### src/rtl/tron_pkg.sv
// Shared types and constants for the Tron game controller.
//   game_state_t  : round-flow FSM states (exported on game_state)
//   DIR_*         : one-hot move encoding used by buttons and move commands
//   opposite_dir  : returns the reverse direction (STOP for non-direction input)
package tron_pkg;

  typedef enum logic [2:0] {
    IDLE       = 3'd0,
    COUNTDOWN  = 3'd1,
    PLAY       = 3'd2,
    ROUND_OVER = 3'd3,
    GAME_OVER  = 3'd4
  } game_state_t;

  localparam logic [3:0] DIR_STOP = 4'b0000;
  localparam logic [3:0] DIR_L    = 4'b0001;
  localparam logic [3:0] DIR_R    = 4'b0010;
  localparam logic [3:0] DIR_U    = 4'b0100;
  localparam logic [3:0] DIR_D    = 4'b1000;

  function automatic logic [3:0] opposite_dir(input logic [3:0] d);
    logic [3:0] o;
    case (d)
      DIR_L:   o = DIR_R;
      DIR_R:   o = DIR_L;
      DIR_U:   o = DIR_D;
      DIR_D:   o = DIR_U;
      default: o = DIR_STOP;
    endcase
    return o;
  endfunction

endpackage

### src/rtl/tron_dir_latch.sv
// Per-player direction register.
//   clock, reset : system clock, async active-low reset (dir <= RST_DIR)
//   btn          : synchronized direction buttons (one-hot move encoding)
//   enable       : accept button presses this cycle
//   load_init    : reload init direction (has priority over enable)
//   init         : round-start direction
//   dir          : current latched direction
// A press is taken only if exactly one button is down and it is neither the
// current direction nor its reverse (a Tron cycle cannot turn back on itself).
module tron_dir_latch
  import tron_pkg::*;
#(
  parameter logic [3:0] RST_DIR = DIR_R
) (
  input  logic       clock,
  input  logic       reset,
  input  logic [3:0] btn,
  input  logic       enable,
  input  logic       load_init,
  input  logic [3:0] init,
  output logic [3:0] dir
);

  logic accept;

  always_comb begin
    accept = $onehot(btn) && (btn != opposite_dir(dir)) && (btn != dir);
  end

  always_ff @(posedge clock or negedge reset) begin
    if (!reset) begin
      dir <= RST_DIR;
    end else if (load_init) begin
      dir <= init;
    end else if (enable && accept) begin
      dir <= btn;
    end
  end

endmodule

### src/rtl/tron_game_ctrl.sv
// Game-flow controller for the two-player Tron datapath.
//   clock, reset         : system clock, async active-low reset
//   frame_end            : 1-cycle end-of-frame pulse; all frame counters step on it
//   start_btn            : start request (rising edge)
//   p1_btn, p2_btn       : direction buttons
//   p1_crash, p2_crash   : head collision flags, sampled on frame_end in PLAY
//   dflt                 : load default start positions (IDLE/COUNTDOWN)
//   p1_info, p2_info     : per-frame move command, valid in the frame_end cycle
//   game_state           : current FSM state
//   countdown            : digit 3..1 during COUNTDOWN, else 0
//   p1_score, p2_score   : rounds won, saturating at WIN_SCORE
//   winner               : 00 none, 01 p1, 10 p2, 11 draw (last round)
module tron_game_ctrl
  import tron_pkg::*;
#(
  parameter int unsigned MOVE_DIV     = 2,
  parameter int unsigned CD_FRAMES    = 60,
  parameter int unsigned ROUND_FRAMES = 120,
  parameter int unsigned WIN_SCORE    = 5,
  parameter logic [3:0]  P1_INIT_DIR  = 4'b0010,
  parameter logic [3:0]  P2_INIT_DIR  = 4'b0001
) (
  input  logic       clock,
  input  logic       reset,
  input  logic       frame_end,
  input  logic       start_btn,
  input  logic [3:0] p1_btn,
  input  logic [3:0] p2_btn,
  input  logic       p1_crash,
  input  logic       p2_crash,
  output logic       dflt,
  output logic [3:0] p1_info,
  output logic [3:0] p2_info,
  output logic [2:0] game_state,
  output logic [1:0] countdown,
  output logic [3:0] p1_score,
  output logic [3:0] p2_score,
  output logic [1:0] winner
);

  localparam int unsigned CNT_MAX = (3 * CD_FRAMES > ROUND_FRAMES) ? 3 * CD_FRAMES : ROUND_FRAMES;
  localparam int unsigned CW      = $clog2(CNT_MAX + 1);
  localparam int unsigned MW      = (MOVE_DIV > 1) ? $clog2(MOVE_DIV) : 1;
  localparam logic [CW-1:0] CD_LAST   = CW'(CD_FRAMES - 1);
  localparam logic [CW-1:0] RF_LAST   = CW'(ROUND_FRAMES - 1);
  localparam logic [MW-1:0] MOVE_LAST = MW'(MOVE_DIV - 1);
  localparam logic [3:0]    WIN       = 4'(WIN_SCORE);

  game_state_t   state;
  logic [CW-1:0] cnt;
  logic [MW-1:0] move_cnt;
  logic          start_prev;
  logic          start_edge, move_tick, any_crash, game_won, load_dirs, dir_en;
  logic [3:0]    p1_dir, p2_dir;

  function automatic logic [3:0] sat_inc(input logic [3:0] s);
    return (s >= WIN) ? s : s + 4'd1;
  endfunction

  always_comb begin
    start_edge = start_btn && !start_prev;
    any_crash  = p1_crash || p2_crash;
    game_won   = (p1_score == WIN) || (p2_score == WIN);
    move_tick  = (state == PLAY) && frame_end && (move_cnt == MOVE_LAST);
    dir_en     = (state == COUNTDOWN) || (state == PLAY);
    // Directions reload on every entry into COUNTDOWN.
    load_dirs  = (((state == IDLE) || (state == GAME_OVER)) && start_edge) ||
                 ((state == ROUND_OVER) && frame_end && (cnt == RF_LAST) && !game_won);
    // A crash on the move frame suppresses the move so the crashed head stays put.
    p1_info    = (move_tick && !any_crash) ? p1_dir : DIR_STOP;
    p2_info    = (move_tick && !any_crash) ? p2_dir : DIR_STOP;
    game_state = state;
  end

  tron_dir_latch #(.RST_DIR(P1_INIT_DIR)) u_p1_dir (
    .clock(clock), .reset(reset), .btn(p1_btn), .enable(dir_en),
    .load_init(load_dirs), .init(P1_INIT_DIR), .dir(p1_dir)
  );

  tron_dir_latch #(.RST_DIR(P2_INIT_DIR)) u_p2_dir (
    .clock(clock), .reset(reset), .btn(p2_btn), .enable(dir_en),
    .load_init(load_dirs), .init(P2_INIT_DIR), .dir(p2_dir)
  );

  // cnt counts frames within one countdown digit (or within ROUND_OVER);
  // the digit register steps down each time cnt wraps, giving 3*CD_FRAMES total.
  always_ff @(posedge clock or negedge reset) begin
    if (!reset) begin
      state      <= IDLE;
      dflt       <= 1'b1;
      countdown  <= 2'd0;
      cnt        <= '0;
      move_cnt   <= '0;
      p1_score   <= '0;
      p2_score   <= '0;
      winner     <= '0;
      start_prev <= 1'b0;
    end else begin
      start_prev <= start_btn;
      unique case (state)
        IDLE, GAME_OVER: begin
          if (start_edge) begin
            state     <= COUNTDOWN;
            dflt      <= 1'b1;
            countdown <= 2'd3;
            cnt       <= '0;
            p1_score  <= '0;
            p2_score  <= '0;
            winner    <= '0;
          end
        end
        COUNTDOWN: begin
          if (frame_end) begin
            if (cnt == CD_LAST) begin
              cnt <= '0;
              if (countdown == 2'd1) begin
                state     <= PLAY;
                dflt      <= 1'b0;
                countdown <= 2'd0;
                move_cnt  <= '0;
              end else begin
                countdown <= countdown - 2'd1;
              end
            end else begin
              cnt <= cnt + CW'(1);
            end
          end
        end
        PLAY: begin
          if (frame_end) begin
            move_cnt <= move_tick ? '0 : move_cnt + MW'(1);
            if (any_crash) begin
              state <= ROUND_OVER;
              cnt   <= '0;
              if (p1_crash && p2_crash) begin
                winner <= 2'b11;
              end else if (p1_crash) begin
                winner   <= 2'b10;
                p2_score <= sat_inc(p2_score);
              end else begin
                winner   <= 2'b01;
                p1_score <= sat_inc(p1_score);
              end
            end
          end
        end
        ROUND_OVER: begin
          if (frame_end) begin
            if (cnt == RF_LAST) begin
              cnt <= '0;
              if (game_won) begin
                state <= GAME_OVER;
              end else begin
                state     <= COUNTDOWN;
                dflt      <= 1'b1;
                countdown <= 2'd3;
              end
            end else begin
              cnt <= cnt + CW'(1);
            end
          end
        end
        default: state <= IDLE;
      endcase
    end
  end

endmodule
### config.mk
export PLATFORM = sky130hd
export DESIGN_NAME = tron_game_ctrl
export DESIGN_NICKNAME = d
export VERILOG_FILES = /design/src/rtl/tron_pkg.sv /design/src/rtl/tron_dir_latch.sv /design/src/rtl/tron_game_ctrl.sv
export SDC_FILE = /design/constraint.sdc
export NUM_CORES = 1
export LEC_CHECK = 0
export CORE_MARGIN = 2
export CORE_UTILIZATION = 45
export CTS_CLUSTER_SIZE = 30
export DETAILED_ROUTE_END_ITERATION = 8
export PLACE_DENSITY = 0.77
export REMOVE_ABC_BUFFERS = 1
export SYNTH_ARGS = -nofsm -noshare
export SYNTH_HDL_FRONTEND = slang
export SYNTH_SLANG_ARGS = --single-unit
export TNS_END_PERCENT = 1
### constraint.sdc
create_clock -name clock -period 2.9 [get_ports clock]
set_clock_uncertainty 0.05 [all_clocks]
set_input_delay 0.87 -clock clock [delete_from_list [all_inputs] [get_ports clock]]
set_output_delay 0.87 -clock clock [all_outputs]
set_load 0.02 [all_outputs]
Yosys cells after proc, flatten, opt, wreduce, memory -nomap -nowiden:

Index checks and enable logic that the tools add are counted.

* $add $sub $neg: 11
* $lt $le $gt $ge: 2
* multipliers: 0
* mux-type cells: 64
* shifts and indexed selects: 0
* bitwise operators: 0
* reduce and logical (&&, ||, !) cells: 39
* equality and inequality tests: 37
* divide/modulo/power cells: 0

Operators by type and width (number)
* 4-bit 2-to-1 mux: 17
* 8-bit 2-to-1 mux: 7
* 4-bit one-hot mux with 4 select lines: 2
* 8-bit one-hot mux with 4 select lines: 1
* 3-bit 2-to-1 mux: 9
* 2-bit 2-to-1 mux: 12
* 2-bit inequality test (second input constant): 11
* 7-bit AND reduction: 3
* 4-bit by 3-bit == test with 1-bit output (second input constant): 4
* 4-bit inequality test: 4
* 4-bit one-hot mux with 2 select lines: 2
* 8-bit AND reduction: 2
* 1-bit logical AND: 15
* 3-bit one-hot mux with 4 select lines: 1
* 3-bit by 1-bit == test with 1-bit output (second input constant): 3
* 1-bit 2-to-1 mux: 9
* 1-bit by 1-bit adder with 2-bit output: 4
* 4-bit by 1-bit adder with 4-bit output (second input constant): 2
* 8-bit by 1-bit adder with 8-bit output (second input constant): 1
* 4-bit by 1-bit == test with 1-bit output (second input constant): 2
* 4-bit by 2-bit == test with 1-bit output (second input constant): 2
* 4-bit == test (second input constant): 2
* 8-bit by 6-bit == test with 1-bit output (second input constant): 1
* 8-bit by 7-bit == test with 1-bit output (second input constant): 1
* other kinds (22): 36

* register bits after elaboration: 34
* memory bits (read-only): 0
* bits in latches: 0
* bits in writable memories: 0
* word-level logic and storage cells: 164
* memories: 0
* output and inout port bits: 24

Longest topological paths before layout:

* word-level depth: 8
* depth in mapped cells: 7
* depth with buffers taken out: 7

Cells and area by module:

From an unflattened synthesis, not the netlist that was laid out.

* cells, all modules: 287
* area total of the unflattened synthesis: 2601.2 sq um

Modules (own cells, without submodules)
* tron_game_ctrl: area an instance 1615.3 sq um, cells each 181, instances 1
* tron_dir_latch: area an instance 493.0 sq um, cells each 53, instances 2

Worst setup path before layout:

No wires, ideal clock.

* kind: input -> register
* start point: input port p1_btn[0]
* end point: register u_p1_dir.dir[1]
* library setup time: 0.085 ns
* cell stages on the path: 6
* arrival: 2.918 ns
* slack: -0.153 ns
* buffers on the path: 0
* required time: 2.765 ns
* cells stage by stage: ha_1 -> ha_1 -> fa_1 -> or4b_4 -> a211oi_4 -> mux2_1

* longest elaborated chain between the ends: 7
* elaborated cells between the ends (all ways): 9

RTL lines
* from (decl): line tron_game_ctrl.sv:27 `input logic [3:0] p1_btn,`
* 1-bit by 1-bit adder with 2-bit output (implied by the code): line tron_dir_latch.sv:27 `accept = $onehot(btn) && (btn != opposite_dir(dir)) && (btn != dir);`
* 3-bit adder (implied by the code): line tron_dir_latch.sv:27
* 3-bit by 1-bit == test with 1-bit output: line tron_dir_latch.sv:27
* 1-bit logical AND: line tron_dir_latch.sv:27
* 1-bit logical AND (*): line tron_dir_latch.sv:27
* 1-bit logical AND (*): line tron_dir_latch.sv:35 `end else if (enable && accept) begin`
* 2-bit nonzero test (no line) (*)
* to (signal assigned): line tron_dir_latch.sv:34 `dir <= init;`
* to (signal assigned): line tron_dir_latch.sv:36 `dir <= btn;`
* to (decl): line tron_dir_latch.sv:21 `output logic [3:0] dir`

Mark *: on every way between the ends. The rest lies on a longest branch, timed or not.
A chain may end at the register's enable or synchronous reset.

Worst setup path after layout:

* start point: input port p2_crash
* end point: output port p1_info[0]

* longest elaborated chain between the ends: 4

RTL lines
* from (decl): line tron_game_ctrl.sv:30 `input logic p2_crash,`
* 1-bit logical OR: line tron_game_ctrl.sv:62 `any_crash = p1_crash || p2_crash;`
* 1-bit zero test: line tron_game_ctrl.sv:70 `p1_info = (move_tick && !any_crash) ? p1_dir : DIR_STOP;`
* 1-bit logical AND: line tron_game_ctrl.sv:70
* 4-bit 2-to-1 mux: line tron_game_ctrl.sv:70
* to (decl): line tron_game_ctrl.sv:32 `output logic [3:0] p1_info,`

Every way passes these cells.

==> summary.txt <==
Timing
  – Setup WS post-layout: 60.6 ps
  – Slew Limit Fails: 0
  – Tcrit/Tclk final: 97.9%
  – Setup_tns: 0 ps
  – Max_slew headroom: 58.2%
  – RSZ-0062 raised after global routing: false
  – Max Freq: 352 MHz
  – Least-Margin Pin Slew: 624 ps
  – Final hold violations: 0
  – Final Setup Violations: 0
  – Crit path time final: 2840 ps

Worst setup path
  – Family with the most delay on the worst path: simple AND/OR/NAND/NOR gates
  – Crit-path max cell delay: 270 ps
  – Type of origin of the critical path: primary input
  – CP max stage cell: or2_4
  – Worst Path Arrival: 1920 ps
  – Worst path bufs/invs: 3
  – Worst EP required: 1980 ps
  – Worst Path Class, Setup: primary input to output port
  – Endpoint class of the critical path: output port
  – Critical path, cell by cell: dlygate4sd2_1 -> or2_4 -> nor3_2 -> buf_4 -> and2_4 -> buf_6
  – CP max FO: 7

Global routing
  – Met2 GRT Util: 33.1%
  – Met1 GRT Util: 24.6%
  – First-pass GRT wire length: 9780 µm
  – Grt ovf: 0
  – Vias in the first global route: 2,145
  – Initial antenna violation count: 0
  – Met3 GRT Util: 3.86%
  – All-Layer GR Usage: 19.5%
  – GRT Max-Usage Layer: met2
  – Maximum number of pins on one net before global-route repair: 35

Synthesis
  – Yosys reg bits: 34
  – Synthesized instance count: 277
  – Most common cell in the synthesized netlist: dfrtp_1
  – Commonest cells post-synth: 31 x dfrtp_1, 20 x nor2_1, 19 x inv_1, 18 x o21ai_0, 17 x nand2_1
  – Area contributors post-synth: dfrtp_1 31%, ha_1 7.0%, xor2_1 3.8%, o21ai_0 3.6%, mux2i_1 3.2%
  – Synth warnings: 0
  – Top cell type's share of synthesized area: 30.9%
  – Synth area leader: dfrtp_1
  – Synth unique cells: 57
  – Synth async-reset ratio: 100%
  – Syn Area/Cell: 9.07 µm²
  – Seq/Total Area, Yosys: 34.0%
  – Syn Std Cell Area: 2510 µm²
  – Post-synth EDFFs: 0
  – Most used DFF post-synth: dfrtp_1

Routing
  – Vias: 2,210
  – Final ANT Viol Nets: 0
  – Average wire per standard cell: 14.0 µm
  – Post-route DRC: 0
  – 1st-iter DRT viols: 65
  – TritonRoute pass-1 iters: 4
  – Vias per cell: 5.46
  – Routed wire length: 5660 µm

CTS
  – Worst skew pair latency: 290 ps
  – Hold_buf cts: 0
  – CTS tree: yes
  – Setup Fix Bufs, Post-CTS: 0
  – H-tree depth: 2
  – CTS root buffer: clkbuf_8
  – Num CTS Buffers: 5
  – Clock slew at reported path FFs: 70 ps
  – CTS sink cnt: 34
  – Worst-case clock buffer depth: 2

Placed design
  – Setup Slack @ Placement: -682 ps
  – Dpl hpwl: 4070 µm
  – Gp weighted congestion: 0.845
  – Port Buffers: 37
  – Placed cell area: 3090 µm²

Floorplanning
  – Starting Density: 46.2%
  – Full die area: 6190 µm²
  – Die height: 78.7 µm
  – Row count: 27
  – # IOs: 38
  – Die width: 78.7 µm
  – CORE AREA: 5440 µm²

Power and ir drop
  – Tot Pwr: 1.89 mW
  – Static Leakage: 1.40 nW
  – Max IR drop VDD: 0.566 mV
  – P per Cell Area: 585 nW/µm²

Min path
  – Min-delay worst type: register to register

Final layout
  – Final nets: 362
  – Post-Layout Inst Area: 3230 µm²
  – Synthesis-to-layout area growth: 28.6%
  – Share of cells above drive strength 1: 23.1%
  – Antenna cells: 0
  – Layout Utilization: 59.4%
  – Fillcell total: 488

Run status
  – Status: complete, no violations

Run
  – Max cap viols: 0
[state kept, by name, summed over array words and instances (netlist names)]
name	count
u_p1_dir.dir	4
cnt	8
p1_score	4
dflt	1
p2_score	4
u_p2_dir.dir	4
start_prev	1
countdown	2
move_cnt	1
winner	2
game_state	3
[per-stage QoR]
step | hold WS [ps] | std cells
floorplan | 387 | 263
global placement | 415 | 397
detailed placement | 427 | 397
CTS | 435 | 405
global route | 456 | 405
finish | 429 | 405
[layout make-up]
class	instances	area (µm²)	share of cell area [%]
timing repair buffer	62	542	16.8
sequential	34	855	26.5
clock buffer	7	86.3	2.67
clock inverter	1	5.00	0.155
multi-input combinational	210	1580	48.9
tap	72	90.1	2.79
inverter	19	71.3	2.21
[worst reg2reg max path, cell delays in order (launching register included)]
cell and delay [ps]:
dfrtp_1 380, buf_4 200, or4b_4 560, a21oi_4 270, o21ai_1 130, a21oi_2 240, mux2_2 350
[metal layers]
metal / up-vias / routed length, µm
met4: 0 / 91
met3: 9 / 207
met1: 1058 / 2520
met2: 48 / 2830
met5: - / 0
li1: 1095 / -
[final timing paths]
| check | from | to | slack, ps | cells past startpoint |
|---|---|---|---|---|
| min in group asynchronous | reset | cnt[7] | 930 | 2 |
| worst min-delay path | move_cnt | move_cnt | 430 | 1 |
| max in group asynchronous | reset | u_p1_dir.dir[1] | 1530 | 2 |
| worst max-delay path | p2_crash | p1_info[0] | 60 | 6 |
| worst max register to register | game_state[1] | countdown[0] | 600 | 6 |
| worst min register to register | move_cnt | move_cnt | 430 | 1 |
[report_power, final]
group          leakage [nW]  switching, mW  internal, mW
clock                0.0482          0.173         0.191
combinational         0.923          0.346         0.365
sequential            0.433          0.200         0.614
[cell usage in the layout, fill, tap and decap left out, types with 3 or more instances in the layout]
cell | synthesis | routed
a21oi_1 | 6 | 6
a31oi_1 | 4 | 4
and2_1 | 10 | 3
and2_4 | 0 | 7
and3_1 | 3 | 3
buf_2 | 2 | 5
buf_4 | 0 | 24
buf_6 | 2 | 8
clkbuf_8 | 0 | 6
clkdlybuf4s50_1 | 0 | 22
dfrtp_1 | 31 | 31
dfstp_2 | 3 | 3
dlygate4sd2_1 | 0 | 3
ha_1 | 14 | 11
inv_1 | 19 | 19
mux2i_1 | 8 | 8
nand2_1 | 17 | 16
nand2b_1 | 10 | 10
nand3_1 | 12 | 12
nor2_1 | 20 | 20
nor2b_1 | 4 | 4
nor3_1 | 6 | 5
nor3b_1 | 3 | 3
nor4_1 | 5 | 4
nor4bb_1 | 3 | 3
o211ai_1 | 4 | 4
o21ai_0 | 18 | 18
o21ai_1 | 4 | 4
o31ai_1 | 6 | 6
xor2_1 | 11 | 11
[cell families after synthesis]
group	count (synthesis)	share of synthesized area, %
compound gates	59	16.3
xor+xnor	11	3.84
fa+ha+maj	16	8.57
buf+inv	33	5.68
flops	34	34.0
mux	11	4.53
simple gates	113	27.1
[what timing repair did]
item / CTS / global route
cloned: 0 / 0
gates resized for setup: 81 / 1
pin swaps: 7 / 5
setup endpoints to repair: 12 / 8
Power figures use the tool's default switching activity.
